<file path="src/rtl/z80_mem_bridge.sv">
// Bridges the Z80 wrapper bus to a single-port req/ack memory, stretching CPU cycles with wait_n.
// Optional macro Z80_BRIDGE_IO_EN forwards I/O cycles to the memory side (mem_io=1).
`timescale 1ns/1ps

module z80_mem_bridge #(
    parameter int          ADDR_W  = 16,
    parameter logic [7:0]  INT_VEC = 8'hFF
) (
    input  logic              clk,
    input  logic              reset,
    input  logic [15:0]       A,
    input  logic [7:0]        dout,
    input  logic              m1_n,
    input  logic              mreq_n,
    input  logic              iorq_n,
    input  logic              rd_n,
    input  logic              wr_n,
    input  logic              rfsh_n,
    output logic              wait_n,
    output logic [7:0]        din,
    output logic              mem_req,
    output logic              mem_we,
    output logic              mem_io,
    output logic [ADDR_W-1:0] mem_addr,
    output logic [7:0]        mem_wdata,
    input  logic              mem_ack,
    input  logic [7:0]        mem_rdata
);

    typedef enum logic [1:0] {IDLE, REQ, DONE} state_t;

    state_t state, state_next;

    logic io_cyc;
    logic cyc;
    logic inta;
    logic fwd;

    assign io_cyc = ~iorq_n & m1_n;
    assign cyc    = rfsh_n & (~mreq_n | io_cyc) & (~rd_n | ~wr_n);
    assign inta   = ~m1_n & ~iorq_n;

    // fwd marks cycles that must be served by the memory side.
`ifdef Z80_BRIDGE_IO_EN
    assign fwd = cyc;
`else
    assign fwd = cyc & ~io_cyc;
    assign mem_io = 1'b0;
`endif

    assign wait_n = reset | ~(fwd & (state != DONE));

    always_ff @(posedge clk) begin
        if (reset) begin
            state <= IDLE;
        end else begin
            state <= state_next;
        end
    end

    always_comb begin
        state_next = state;
        case (state)
            IDLE:    if (fwd)     state_next = REQ;
            REQ:     if (mem_ack) state_next = DONE;
            DONE:    if (!cyc)    state_next = IDLE;
            default:              state_next = IDLE;
        endcase
    end

    // Request fields are latched once in IDLE and stay frozen until the ack.
    always_ff @(posedge clk) begin
        if (reset) begin
            mem_req   <= 1'b0;
            mem_we    <= 1'b0;
`ifdef Z80_BRIDGE_IO_EN
            mem_io    <= 1'b0;
`endif
            mem_addr  <= '0;
            mem_wdata <= 8'h00;
            din       <= 8'hFF;
        end else begin
            case (state)
                IDLE: begin
                    if (fwd) begin
                        mem_req   <= 1'b1;
                        mem_we    <= ~wr_n;
`ifdef Z80_BRIDGE_IO_EN
                        mem_io    <= io_cyc;
`endif
                        mem_addr  <= ADDR_W'(A);
                        mem_wdata <= dout;
                    end else if (inta && rfsh_n) begin
                        din <= INT_VEC;
                    end
`ifndef Z80_BRIDGE_IO_EN
                    else if (cyc && io_cyc && !rd_n) begin
                        din <= 8'hFF;
                    end
`endif
                end
                REQ: begin
                    if (mem_ack) begin
                        mem_req <= 1'b0;
                        if (!mem_we) begin
                            din <= mem_rdata;
                        end
                    end
                end
                default: begin
                end
            endcase
        end
    end

endmodule

</file>
<file path="config.mk">
export PLATFORM = sky130hd
export DESIGN_NAME = z80_mem_bridge
export DESIGN_NICKNAME = d
export VERILOG_FILES = /design/src/rtl/z80_mem_bridge.sv
export SDC_FILE = /design/constraint.sdc
export NUM_CORES = 1
export LEC_CHECK = 0
export CAP_MARGIN = 20
export CORE_UTILIZATION = 35
export DETAILED_ROUTE_END_ITERATION = 12
export PLACE_DENSITY = 0.73
export SLEW_MARGIN = 20
export SYNTH_ARGS = -nofsm -noshare
export SYNTH_HDL_FRONTEND = slang
export SYNTH_SLANG_ARGS = --single-unit
</file>
<file path="constraint.sdc">
create_clock -name clk -period 1.75 [get_ports clk]
set_input_delay 0.35 -clock clk [delete_from_list [all_inputs] [get_ports clk]]
set_output_delay 0.35 -clock clk [all_outputs]
set_load 0.01 [all_outputs]
</file>
==> impl_metrics.json <==
{
  "startpoint_type": "input port",
  "cp-startpoint": "m1_n",
  "finalMaxSlewViolations": 0,
  "grt_max_degree": 25,
  "crit_buf_inv": 2,
  "power_w": 0.001695,
  "diodes": 0,
  "first_iter_violations": 105,
  "outcome": "complete, no violations",
  "vias": 1466,
  "ys.flop_type": "dfxtp_1",
  "worstReg2RegStart": "state[0]",
  "drc": 0,
  "final_layout_size_suffix_gt1_share_pct": 10.38,
  "path_cells": "clkdlybuf4s50_1 > nand2b_4 > nand3_2 > a211o_1 > buf_2",
  "wl_per_cell_um": 11.98,
  "chipWidth_um": 64.91,
  "antenna_left": 0,
  "insertion_delay_ns": 0.28,
  "dieArea_um2": 4213,
  "die_h_um": 64.91,
  "synth_seq_area_share_pct": 52.03,
  "viasPerCell": 4.760,
  "routed_wl_mm": 3.691,
  "synth_cells": 174,
  "yosys-top-cells-area": "dfxtp_1 (52%), nand2_1 (14%), a21oi_1 (13%), o22ai_1 (3.2%), nor2_1 (3.0%)",
  "crit_path_end_kind": "output pin",
  "powerDensity_nw_per_um2": 719.6,
  "placed_cells": 299,
  "cp.arrival_ns": 1.35,
  "core_um2": 3716,
  "critical_path.max_fanout": 2,
  "grt_pass1_wl_mm": 5.989,
  "cts_buffers": 5,
  "antenna_found_initial": 0,
  "synth_cell_types": 27,
  "io_pins": 77,
  "regArea_um2": 720.7,
  "syn_area_um2": 1385,
  "path_class": "input port to output pin",
  "cpMaxStageDelayCell": "clkdlybuf4s50_1",
  "rsz0062_at_grt": "no",
  "yosys.area.top_type_share_pct": 52.03,
  "syn_area_per_cell_um2": 7.960,
  "leakagePower_nw": 0.8856,
  "hp-start": "mem_addr[7]",
  "yosysMostFrequentCell": "nand2_1",
  "ys_top_cells_by_count": "nand2_1 (50), dfxtp_1 (36), a21oi_1 (35), nor2_1 (11), o22ai_1 (7)",
  "fmax_mhz": 589.8,
  "multi_input_area_um2": 611.8,
  "rrSetupSlack_ns": 0.15,
  "final_cell_count_no_fill": 308,
  "critPathTopFamily": "buffers and inverters",
  "clk_pin_slew_ns": 0.06,
  "grt_usage_pct": 18.69,
  "first_global_vias": 1405,
  "hp-class": "flip-flop to flip-flop",
  "yosysWarnings": 0,
  "htree_levels": 2,
  "area_delta_synth_final_pct": 70.01,
  "dp_slack_ns": -0.3882,
  "finalCritPeriodShare_pct": 96.89,
  "vdd_ir_drop_max_mv": 0.4774,
  "layout_min_cycle_time_ns": 1.696,
  "cts_tree": "done",
  "maxCapViolations": 0,
  "core.rowCount": 22,
  "ys_seq_elements": 36,
  "start_util_pct": 37.27,
  "critPathRequiredTime_ns": 1.40,
  "dr.pass1.iters": 4,
  "async_reset_ff_share_pct": 0,
  "cts_root_buffer": "clkbuf_8",
  "yosysTopAreaCell": "dfxtp_1",
  "syn_nets": 215,
  "fin_skew_ns": 0.001791,
  "dp_hpwl_mm": 2.626,
  "timing.final.ws_setup_ns": 0.05447,
  "setup_viol": 0,
  "place_congestion": 0.8246,
  "io_buffers": 75,
  "nets": 301,
  "cp_slowest_stage_delay_ns": 0.46,
  "clock-sinks": 36,
  "cts_max_path_buffers": 2,
  "grt-ovfl-total": 0,
  "synth_edf_count": 0,
  "hold_violations": 0,
  "fillers": 318
}
power breakdown:
group,switching [W],internal [W],leakage [nW]
Clock,0.000268,0.000270,0.0410
Sequential,0.0000171,0.000849,0.293
Combinational,0.000113,0.000177,0.552
cell type report:
class	count	area share, %
Tap cell	48	2.550
Sequential cell	36	30.61
Timing Repair Buffer	90	37.09
Inverter	3	0.4782
Clock inverter	1	0.2125
Multi-Input combinational cell	124	25.98
Clock buffer	6	3.082
flip-flops by register name, summed over array words and instances, names as in the netlist:
name and flops:
mem_addr 16, din 8, state 2, mem_we 1, mem_wdata 8, mem_req 1
kinds of logic (layout without fill, tap and decap cells):
| kind of cell | count (synthesis) | in the layout | share of synthesized area [%] |
|---|---|---|---|
| other | 1 | 1 | 0.2707 |
| flip-flops | 36 | 36 | 52.03 |
| AO/OA/AOI/OAI | 50 | 50 | 20.33 |
| buffers and inverters | 14 | 100 | 4.969 |
| multiplexers | 1 | 1 | 0.7227 |
| AND/OR/NAND/NOR | 72 | 72 | 21.68 |
worst min-delay path, cell delays in order (launching register included):
cell and delay, ns:
dfxtp_1 0.31, nand2_1 0.05, a21oi_1 0.05
metrics by stage:
step                      hold WS, ns  TNS (ns)  utilization [%]  area (um^2)
after floorplan                0.4456         0                -         1385
final                          0.4531         0            63.37         2355
after detailed placement       0.4453    -3.635            60.51         2248
after CTS                      0.4548         0            63.23         2350
after global routing           0.4736         0            63.37         2355
after global placement         0.4410    -2.740            60.51         2248
placed cells by master (no fill, tap or decap), drive strengths merged:
master          n
clkdlybuf4s50  70
nand2          50
dfxtp          36
a21oi          35
buf            16
nor2           11
o22ai           7
clkbuf          6
inv             3
nor3b           2
a211oi          2
o21ai           2
dlymetal6s2s    2
dlygate4sd2     2
nand2b          2
nand3           2
a211o           1
and3            1
a221oi          1
nor3            1
o31ai           1
or3b            1
or4             1
o21a            1
or3             1
mux2i           1
conb            1
clkinv          1
worst paths after layout:
| check | end | cells past startpoint |
|---|---|---|
| max | wait_n | 5 |
| min | mem_addr[7] | 2 |
| max reg2reg | din[3] | 4 |
| min reg2reg | mem_addr[7] | 2 |
layer usage:
layer,share of wire (%),up-vias,routed length [um],track usage (%)
met3,6.0,6,221,5.282
met2,50,52,1841,33.72
met4,1.5,0,56,8.333
met5,0,-,0,0
met1,43,653,1571,19.94
li1,-,755,-,-
timing repair:
| action | 4_1_cts | 5_1_grt |
|---|---|---|
| pin swaps | 1 | 0 |
| hold buffers | 0 | 0 |
| gates resized for setup | 9 | 2 |
| endpoints found under the setup margin | 1 | 26 |
| buffers inserted | 2 | 0 |
No activity file was read; power rests on OpenSTA's default activity.
